**config.mk**
```make
export PLATFORM = sky130hd
export DESIGN_NAME = control_sequencer_flat
export DESIGN_NICKNAME = d
export VERILOG_FILES = /design/src/rtl/control_sequencer_pkg.sv /design/src/rtl/control_sequencer_if.sv /design/src/rtl/control_sequencer_rom.sv /design/src/rtl/control_sequencer.sv /design/src/flat_wrapper.sv
export SDC_FILE = /design/constraint.sdc
export NUM_CORES = 1
export LEC_CHECK = 0
export BUFFER_PORTS_ARGS = -buffer_cell sky130_fd_sc_hd__buf_2
export CORE_MARGIN = 4
export CORE_UTILIZATION = 40
export CTS_CLUSTER_SIZE = 25
export DETAILED_ROUTE_END_ITERATION = 12
export GPL_TIMING_DRIVEN = 0
export PLACE_DENSITY_LB_ADDON = 0.15
export SLEW_MARGIN = 20
export SYNTH_ARGS = -nofsm -noshare
export SYNTH_HDL_FRONTEND = slang
export SYNTH_SLANG_ARGS = --single-unit
```
**constraint.sdc**
```tcl
create_clock -name clk -period 1.55 [get_ports clk]
set_input_delay 0.2325 -clock clk [delete_from_list [all_inputs] [get_ports clk]]
set_output_delay 0.2325 -clock clk [all_outputs]
set_load 0.02 [all_outputs]
```
**src/rtl/control_sequencer_pkg.sv**
```systemverilog
// Shared definitions for the 8-bit computer datapath: opcodes, T-states and
// the control word that the sequencer drives onto every register strobe.
package sap_pkg;

  localparam logic [3:0] OP_NOP = 4'h0;
  localparam logic [3:0] OP_LDA = 4'h1;
  localparam logic [3:0] OP_ADD = 4'h2;
  localparam logic [3:0] OP_SUB = 4'h3;
  localparam logic [3:0] OP_STA = 4'h4;
  localparam logic [3:0] OP_LDI = 4'h5;
  localparam logic [3:0] OP_JMP = 4'h6;
  localparam logic [3:0] OP_JC  = 4'h7;
  localparam logic [3:0] OP_JZ  = 4'h8;
  localparam logic [3:0] OP_OUT = 4'hE;
  localparam logic [3:0] OP_HLT = 4'hF;

  localparam logic [2:0] T0 = 3'd0;
  localparam logic [2:0] T1 = 3'd1;
  localparam logic [2:0] T2 = 3'd2;
  localparam logic [2:0] T3 = 3'd3;
  localparam logic [2:0] T4 = 3'd4;

  typedef struct packed {
    logic hlt;
    logic mi;
    logic ro;
    logic ri;
    logic io;
    logic ii;
    logic ai;
    logic ao;
    logic eo;
    logic su;
    logic bi;
    logic oi;
    logic ce;
    logic co;
    logic j;
    logic fi;
  } ctrl_word_t;

  localparam ctrl_word_t CTRL_IDLE = '0;

  typedef enum logic {
    SEQ_RUN    = 1'b0,
    SEQ_HALTED = 1'b1
  } seq_state_t;

endpackage

```
**src/rtl/control_sequencer_if.sv**
```systemverilog
// Bundle between the control sequencer and the datapath. Strobes are level
// signals valid for the whole cycle; the datapath samples them at the closing edge.
interface control_sequencer_if;
  logic [3:0] opcode;
  logic       flag_c;
  logic       flag_z;
  logic [2:0] step;
  logic       halted;
  logic       hlt;
  logic       mi;
  logic       ro;
  logic       ri;
  logic       io;
  logic       ii;
  logic       ai;
  logic       ao;
  logic       eo;
  logic       su;
  logic       bi;
  logic       oi;
  logic       ce;
  logic       co;
  logic       j;
  logic       fi;

  modport master (
    input  opcode, flag_c, flag_z,
    output step, halted, hlt, mi, ro, ri, io, ii, ai, ao, eo, su, bi, oi,
           ce, co, j, fi
  );

  modport slave (
    output opcode, flag_c, flag_z,
    input  step, halted, hlt, mi, ro, ri, io, ii, ai, ao, eo, su, bi, oi,
           ce, co, j, fi
  );
endinterface

```
**src/rtl/control_sequencer_rom.sv**
```systemverilog
// Combinational microcode: maps (step, opcode, flags) to a control word and a
// 'last' bit marking the final active step of the instruction.
module control_rom
  import sap_pkg::*;
(
  input  logic [2:0] step_i,
  input  logic [3:0] opcode_i,
  input  logic       flag_c_i,
  input  logic       flag_z_i,
  output ctrl_word_t ctrl_o,
  output logic       last_o
);

  always_comb begin
    ctrl_o = CTRL_IDLE;
    last_o = 1'b0;
    case (step_i)
      T0: begin
        ctrl_o.co = 1'b1;
        ctrl_o.mi = 1'b1;
      end
      T1: begin
        ctrl_o.ro = 1'b1;
        ctrl_o.ii = 1'b1;
        ctrl_o.ce = 1'b1;
        last_o    = (opcode_i inside {OP_NOP, [4'h9:4'hD]});
      end
      T2: begin
        case (opcode_i)
          OP_LDA, OP_ADD, OP_SUB, OP_STA: begin
            ctrl_o.io = 1'b1;
            ctrl_o.mi = 1'b1;
          end
          OP_LDI: begin
            ctrl_o.io = 1'b1;
            ctrl_o.ai = 1'b1;
            last_o    = 1'b1;
          end
          OP_JMP: begin
            ctrl_o.io = 1'b1;
            ctrl_o.j  = 1'b1;
            last_o    = 1'b1;
          end
          OP_JC: begin
            ctrl_o.io = 1'b1;
            ctrl_o.j  = flag_c_i;
            last_o    = 1'b1;
          end
          OP_JZ: begin
            ctrl_o.io = 1'b1;
            ctrl_o.j  = flag_z_i;
            last_o    = 1'b1;
          end
          OP_OUT: begin
            ctrl_o.ao = 1'b1;
            ctrl_o.oi = 1'b1;
            last_o    = 1'b1;
          end
          // HLT never ends: the top level freezes the step counter instead.
          OP_HLT:  ctrl_o.hlt = 1'b1;
          default: last_o     = 1'b1;
        endcase
      end
      T3: begin
        case (opcode_i)
          OP_LDA: begin
            ctrl_o.ro = 1'b1;
            ctrl_o.ai = 1'b1;
            last_o    = 1'b1;
          end
          OP_ADD, OP_SUB: begin
            ctrl_o.ro = 1'b1;
            ctrl_o.bi = 1'b1;
            ctrl_o.su = (opcode_i == OP_SUB);
          end
          OP_STA: begin
            ctrl_o.ao = 1'b1;
            ctrl_o.ri = 1'b1;
            last_o    = 1'b1;
          end
          default: last_o = 1'b1;
        endcase
      end
      T4: begin
        if (opcode_i == OP_ADD || opcode_i == OP_SUB) begin
          ctrl_o.eo = 1'b1;
          ctrl_o.ai = 1'b1;
          ctrl_o.fi = 1'b1;
          ctrl_o.su = (opcode_i == OP_SUB);
        end
        last_o = 1'b1;
      end
      // Unreachable steps fall straight back to T0.
      default: last_o = 1'b1;
    endcase
  end

endmodule

```
**src/rtl/control_sequencer.sv**
```systemverilog
// Microcoded control unit: T-state counter, sticky halt, and reset/halt gating
// of the control word produced by control_rom.
module control_sequencer
  import sap_pkg::*;
(
  input  logic                clk,
  input  logic                rst,
  control_sequencer_if.master bus
);

  seq_state_t state_q, state_d;
  logic [2:0] step_q, step_d;
  ctrl_word_t rom_ctrl;
  ctrl_word_t ctrl;
  logic       rom_last;

  control_rom u_rom (
    .step_i   (step_q),
    .opcode_i (bus.opcode),
    .flag_c_i (bus.flag_c),
    .flag_z_i (bus.flag_z),
    .ctrl_o   (rom_ctrl),
    .last_o   (rom_last)
  );

  always_ff @(posedge clk) begin
    if (rst) begin
      state_q <= SEQ_RUN;
      step_q  <= T0;
    end else begin
      state_q <= state_d;
      step_q  <= step_d;
    end
  end

  always_comb begin
    state_d = state_q;
    step_d  = step_q;
    ctrl    = rom_ctrl;
    case (state_q)
      SEQ_RUN: begin
        if (rom_ctrl.hlt)  state_d = SEQ_HALTED;
        else if (rom_last) step_d  = T0;
        else               step_d  = step_q + 3'd1;
      end
      SEQ_HALTED: begin
        ctrl     = CTRL_IDLE;
        ctrl.hlt = 1'b1;
      end
      default: state_d = SEQ_RUN;
    endcase
    // Reset suppresses every strobe in the same cycle, not just the next one.
    if (rst) ctrl = CTRL_IDLE;
  end

  assign bus.step   = step_q;
  assign bus.halted = (state_q == SEQ_HALTED);
  assign bus.hlt    = ctrl.hlt;
  assign bus.mi     = ctrl.mi;
  assign bus.ro     = ctrl.ro;
  assign bus.ri     = ctrl.ri;
  assign bus.io     = ctrl.io;
  assign bus.ii     = ctrl.ii;
  assign bus.ai     = ctrl.ai;
  assign bus.ao     = ctrl.ao;
  assign bus.eo     = ctrl.eo;
  assign bus.su     = ctrl.su;
  assign bus.bi     = ctrl.bi;
  assign bus.oi     = ctrl.oi;
  assign bus.ce     = ctrl.ce;
  assign bus.co     = ctrl.co;
  assign bus.j      = ctrl.j;
  assign bus.fi     = ctrl.fi;

endmodule

```
**src/flat_wrapper.sv**
```systemverilog
// flat-port wrapper written by rule: the top's interface ports become plain ports
module control_sequencer_flat import sap_pkg::*;
  (clk, rst, bus_opcode, bus_flag_c, bus_flag_z, bus_step, bus_halted, bus_hlt, bus_mi, bus_ro, bus_ri, bus_io, bus_ii, bus_ai, bus_ao, bus_eo, bus_su, bus_bi, bus_oi, bus_ce, bus_co, bus_j, bus_fi);
  control_sequencer_if bus_i ();
  input  logic clk;
  input  logic rst;
  input wire logic [$bits(bus_i.opcode)-1:0] bus_opcode;
  input wire logic [$bits(bus_i.flag_c)-1:0] bus_flag_c;
  input wire logic [$bits(bus_i.flag_z)-1:0] bus_flag_z;
  output wire logic [$bits(bus_i.step)-1:0] bus_step;
  output wire logic [$bits(bus_i.halted)-1:0] bus_halted;
  output wire logic [$bits(bus_i.hlt)-1:0] bus_hlt;
  output wire logic [$bits(bus_i.mi)-1:0] bus_mi;
  output wire logic [$bits(bus_i.ro)-1:0] bus_ro;
  output wire logic [$bits(bus_i.ri)-1:0] bus_ri;
  output wire logic [$bits(bus_i.io)-1:0] bus_io;
  output wire logic [$bits(bus_i.ii)-1:0] bus_ii;
  output wire logic [$bits(bus_i.ai)-1:0] bus_ai;
  output wire logic [$bits(bus_i.ao)-1:0] bus_ao;
  output wire logic [$bits(bus_i.eo)-1:0] bus_eo;
  output wire logic [$bits(bus_i.su)-1:0] bus_su;
  output wire logic [$bits(bus_i.bi)-1:0] bus_bi;
  output wire logic [$bits(bus_i.oi)-1:0] bus_oi;
  output wire logic [$bits(bus_i.ce)-1:0] bus_ce;
  output wire logic [$bits(bus_i.co)-1:0] bus_co;
  output wire logic [$bits(bus_i.j)-1:0] bus_j;
  output wire logic [$bits(bus_i.fi)-1:0] bus_fi;
  assign bus_i.opcode = bus_opcode;
  assign bus_i.flag_c = bus_flag_c;
  assign bus_i.flag_z = bus_flag_z;
  assign bus_step = bus_i.step;
  assign bus_halted = bus_i.halted;
  assign bus_hlt = bus_i.hlt;
  assign bus_mi = bus_i.mi;
  assign bus_ro = bus_i.ro;
  assign bus_ri = bus_i.ri;
  assign bus_io = bus_i.io;
  assign bus_ii = bus_i.ii;
  assign bus_ai = bus_i.ai;
  assign bus_ao = bus_i.ao;
  assign bus_eo = bus_i.eo;
  assign bus_su = bus_i.su;
  assign bus_bi = bus_i.bi;
  assign bus_oi = bus_i.oi;
  assign bus_ce = bus_i.ce;
  assign bus_co = bus_i.co;
  assign bus_j = bus_i.j;
  assign bus_fi = bus_i.fi;
  control_sequencer u_core (.clk(clk), .rst(rst), .bus(bus_i));
endmodule
```
==> summary.md <==
| Metric | Value |
|---|---|
| WP data arrival | 1650 ps |
| Via count | 900 |
| Critical path capture point type | output pin |
| Synth Area in Simple Gates | 38.06% |
| Synth cell count leaders | 15 x nor2_1, 7 x nand2_1, 6 x o21ai_0, 5 x ha_1 |
| Mapped cell area | 581.8 um^2 |
| GRT Total Usage | 20.77% |
| Setup tns final | -3847 ps |
| Die ar. | 0.002129 mm^2 |
| Vias in the first global route | 758 |
| Post-Syn Nets | 98 |
| TritonCTS Buffers | 3 |
| Reg2Reg Setup Slack | -300 ps |
| Ys flop type | dfxtp_1 |
| Largest family of logic cells by synthesized area | simple AND/OR/NAND/NOR gates |
| FMAX | 532.5 MHz |
| Die Span Y | 46.14 um |
| Final setup margin | -327.8 ps |
| Hold_ws | 277.8 ps |
| Routed length per placed instance | 20.54 um |
| Area of the multi-input gates | 696.9 um^2 |
| CP required | 1320 ps |
| Ys Warns | 0 |
| CTS Hold Bufs | 0 |
| Critical path startpoint category | flip-flop |
| Layout cells sized above 1 | 71.76% |
| Maximum clock insertion buffer count | 2 |
| Num rows | 13 |
| Grt ovf | 0 |
| Max stage delay on crit path | 370 ps |
| #FFs+latches synth | 4 |
| Clock latency at the later pin of the worst-skew pair | 260 ps |
| Die X | 46.14 um |
| Worst-case vdd ir drop | 949.8 uV |
| Lkg Pwr | 0.0005010 uW |
| Final wirelength | 2.999 mm |
| Failing checks | setup timing |
| Power after layout | 1404 uW |
| Clk sink count | 4 |
| Worst relative slew slack | 68.25% |
| Compound-Gate Fraction of Synth Area | 24.30% |
| Final hold vios | 0 |
| Most common cell in the netlist | nor2_1 |
| Cells traversed along the worst timing path | inv_4 > ha_4 > nor2b_4 > mux2_4 > nand3_2 > a22oi_2 > buf_6 |
| Asr flop ratio synth | 0% |
| CTS root buf | clkbuf_4 |
| Layout area overhead | 112.9% |
| Drt drc | 0 |
| Post-synth top area cell | dfxtp_1 |
| Endpoints failing setup | 18 |
| First-pass GRT wire length | 3.325 mm |
| Synth area leaders | dfxtp_1 14%, ha_1 11%, nor2_1 9.7%, o21ai_0 5.2%, nand2_1 4.5% |
| DRT antenna net count | 0 |
| Initial antenna violation count | 0 |
| CTS tree | done |
| Largest net degree at the start of global routing | 14 |
| Hold Path Class | in -> reg |
| Worst Max-Slew Pin Slew | 472.2 ps |
| CP Max Fanout | 4 |
| Max cap viols | 0 |
| Starting Density | 43.62% |
| Register Area | 92.59 um^2 |
| Number of flops mapped to enable cells by yosys | 0 |
| Kind of critical path | reg -> out |
| CTS H-tree depth | 1 |
| Synth Area in XOR/XNOR | 1.505% |
| Initial DRC Count | 20 |
| Routability Congestion | 0.8159 |
| Final slew viol count | 0 |
| Clock Pin Slew Worst Setup and Hold Paths | 50 ps |
| Post-synthesis cell type count | 36 |
| RSZ-0062 raised after global routing | yes |
| Worst path slowest cell | dfxtp_4 |
| Mapped Cells | 85 |
| Vias per cell | 6.164 |
| Status | finished with violations |
| Clock skew | 12.86 ps |
| Mux cell area share after synthesis | 3.656% |
| Pwr per Cell Area | 1134 mW/mm^2 |
| Syn avg cell area | 6.845 um^2 |
| Diode count | 0 |
| Synth top area share | 13.76% |
| DRT Pass-1 Iters | 4 |
| Register area share after synthesis | 13.76% |
| Adder-cell share of the synthesized area | 10.75% |
| Number of port buffers | 27 |
| Post-DP HPWL | 1.290 mm |
| IO Count | 28 |
| Fillcell total | 48 |
| Post-route minimum period | 1878 ps |
| Core ar. | 0.001334 mm^2 |
| Final #Nets | 145 |
| Final period util | 121.2% |
-- final cells by class --
| cell class | instances | area share [%] |
|---|---|---|
| inverter | 4 | 1.414 |
| multi-input combinational | 71 | 56.26 |
| timing repair buffer | 43 | 28.79 |
| clock buffer | 4 | 2.121 |
| sequential | 4 | 7.475 |
| buffer | 5 | 2.424 |
| tap | 15 | 1.515 |
-- power by group --
group	leakage [uW]	switching (uW)	internal (uW)
sequential	0.0000353	68.5	145
combinational	0.000451	542	485
clock	0.0000150	65.5	98.0
total	0.000501	676	728
-- worst max-delay path: cells and delay by family (launching register included) --
kind,cells,cell delay (ps)
DFF,1,370
and+or+nand+nor,2,280
muxes,1,180
buffers and inverters,2,230
adders and majority gates,1,140
AOI/OAI and AO/OA,1,180
-- state kept, by name (all words and copies together) (netlist names) --
register	count
u_core.bus.step	3
u_core.bus.halted	1
-- logic make-up after synthesis --
group / count (synthesis)
AO/OA/AOI/OAI: 19
XOR/XNOR: 1
adder cells (fa/ha/maj): 5
buffers and inverters: 10
flip-flops: 4
multiplexers: 2
AND/OR/NAND/NOR: 44
-- through the flow --
| step | cells | cell area, um^2 | utilization, % | setup slack, ps |
|---|---|---|---|---|
| floorplan | 85 | 643.1 | - | -36.38 |
| global placement | 127 | 797.0 | 59.76 | -204.6 |
| detailed placement | 127 | 797.0 | 59.76 | -220.5 |
| CTS | 139 | 1061 | 79.55 | -241.9 |
| global route | 146 | 1239 | 92.87 | -366.1 |
| finish | 146 | 1239 | 92.87 | -327.8 |
-- cell usage in the layout, fill, tap and decap left out, types with 2 or more instances in the layout --
cell,n
buf_4,16
nor2_4,6
nor2b_1,2
dfxtp_4,3
nand2_4,2
nor2_1,7
ha_4,4
clkbuf_4,3
nor3_2,2
nand2_1,4
o2bb2ai_1,2
nor4_1,2
buf_6,17
clkbuf_2,2
o21ai_0,4
buf_2,13
inv_2,2
nor2_2,2
nand3_4,2
o21ai_2,2
-- metal layers --
layer,up-vias,part of all wire (%),GRT usage (%)
met4,0,6.5,7.955
met1,415,37,26.44
li1,405,-,-
met5,-,0,0
met2,57,50,34.62
met3,23,6.8,3.125
-- worst paths after layout --
path / startpoint / to / cells after the start
worst max-delay path: u_core.bus.step[0] / bus_ai / 7
worst max register to register: u_core.bus.step[0] / u_core.bus.step[0] / 11
worst min register to register: u_core.bus.step[1] / u_core.bus.step[1] / 1
worst min-delay path: rst / u_core.bus.halted / 2
-- repair_timing --
| item | CTS | global route |
|---|---|---|
| gates resized for setup | 48 | 35 |
| buffers inserted | 9 | 7 |
| pin swaps | 9 | 9 |
| endpoints found under the setup margin | 14 | 18 |
Note: power is estimated with default switching activity, not from simulation.
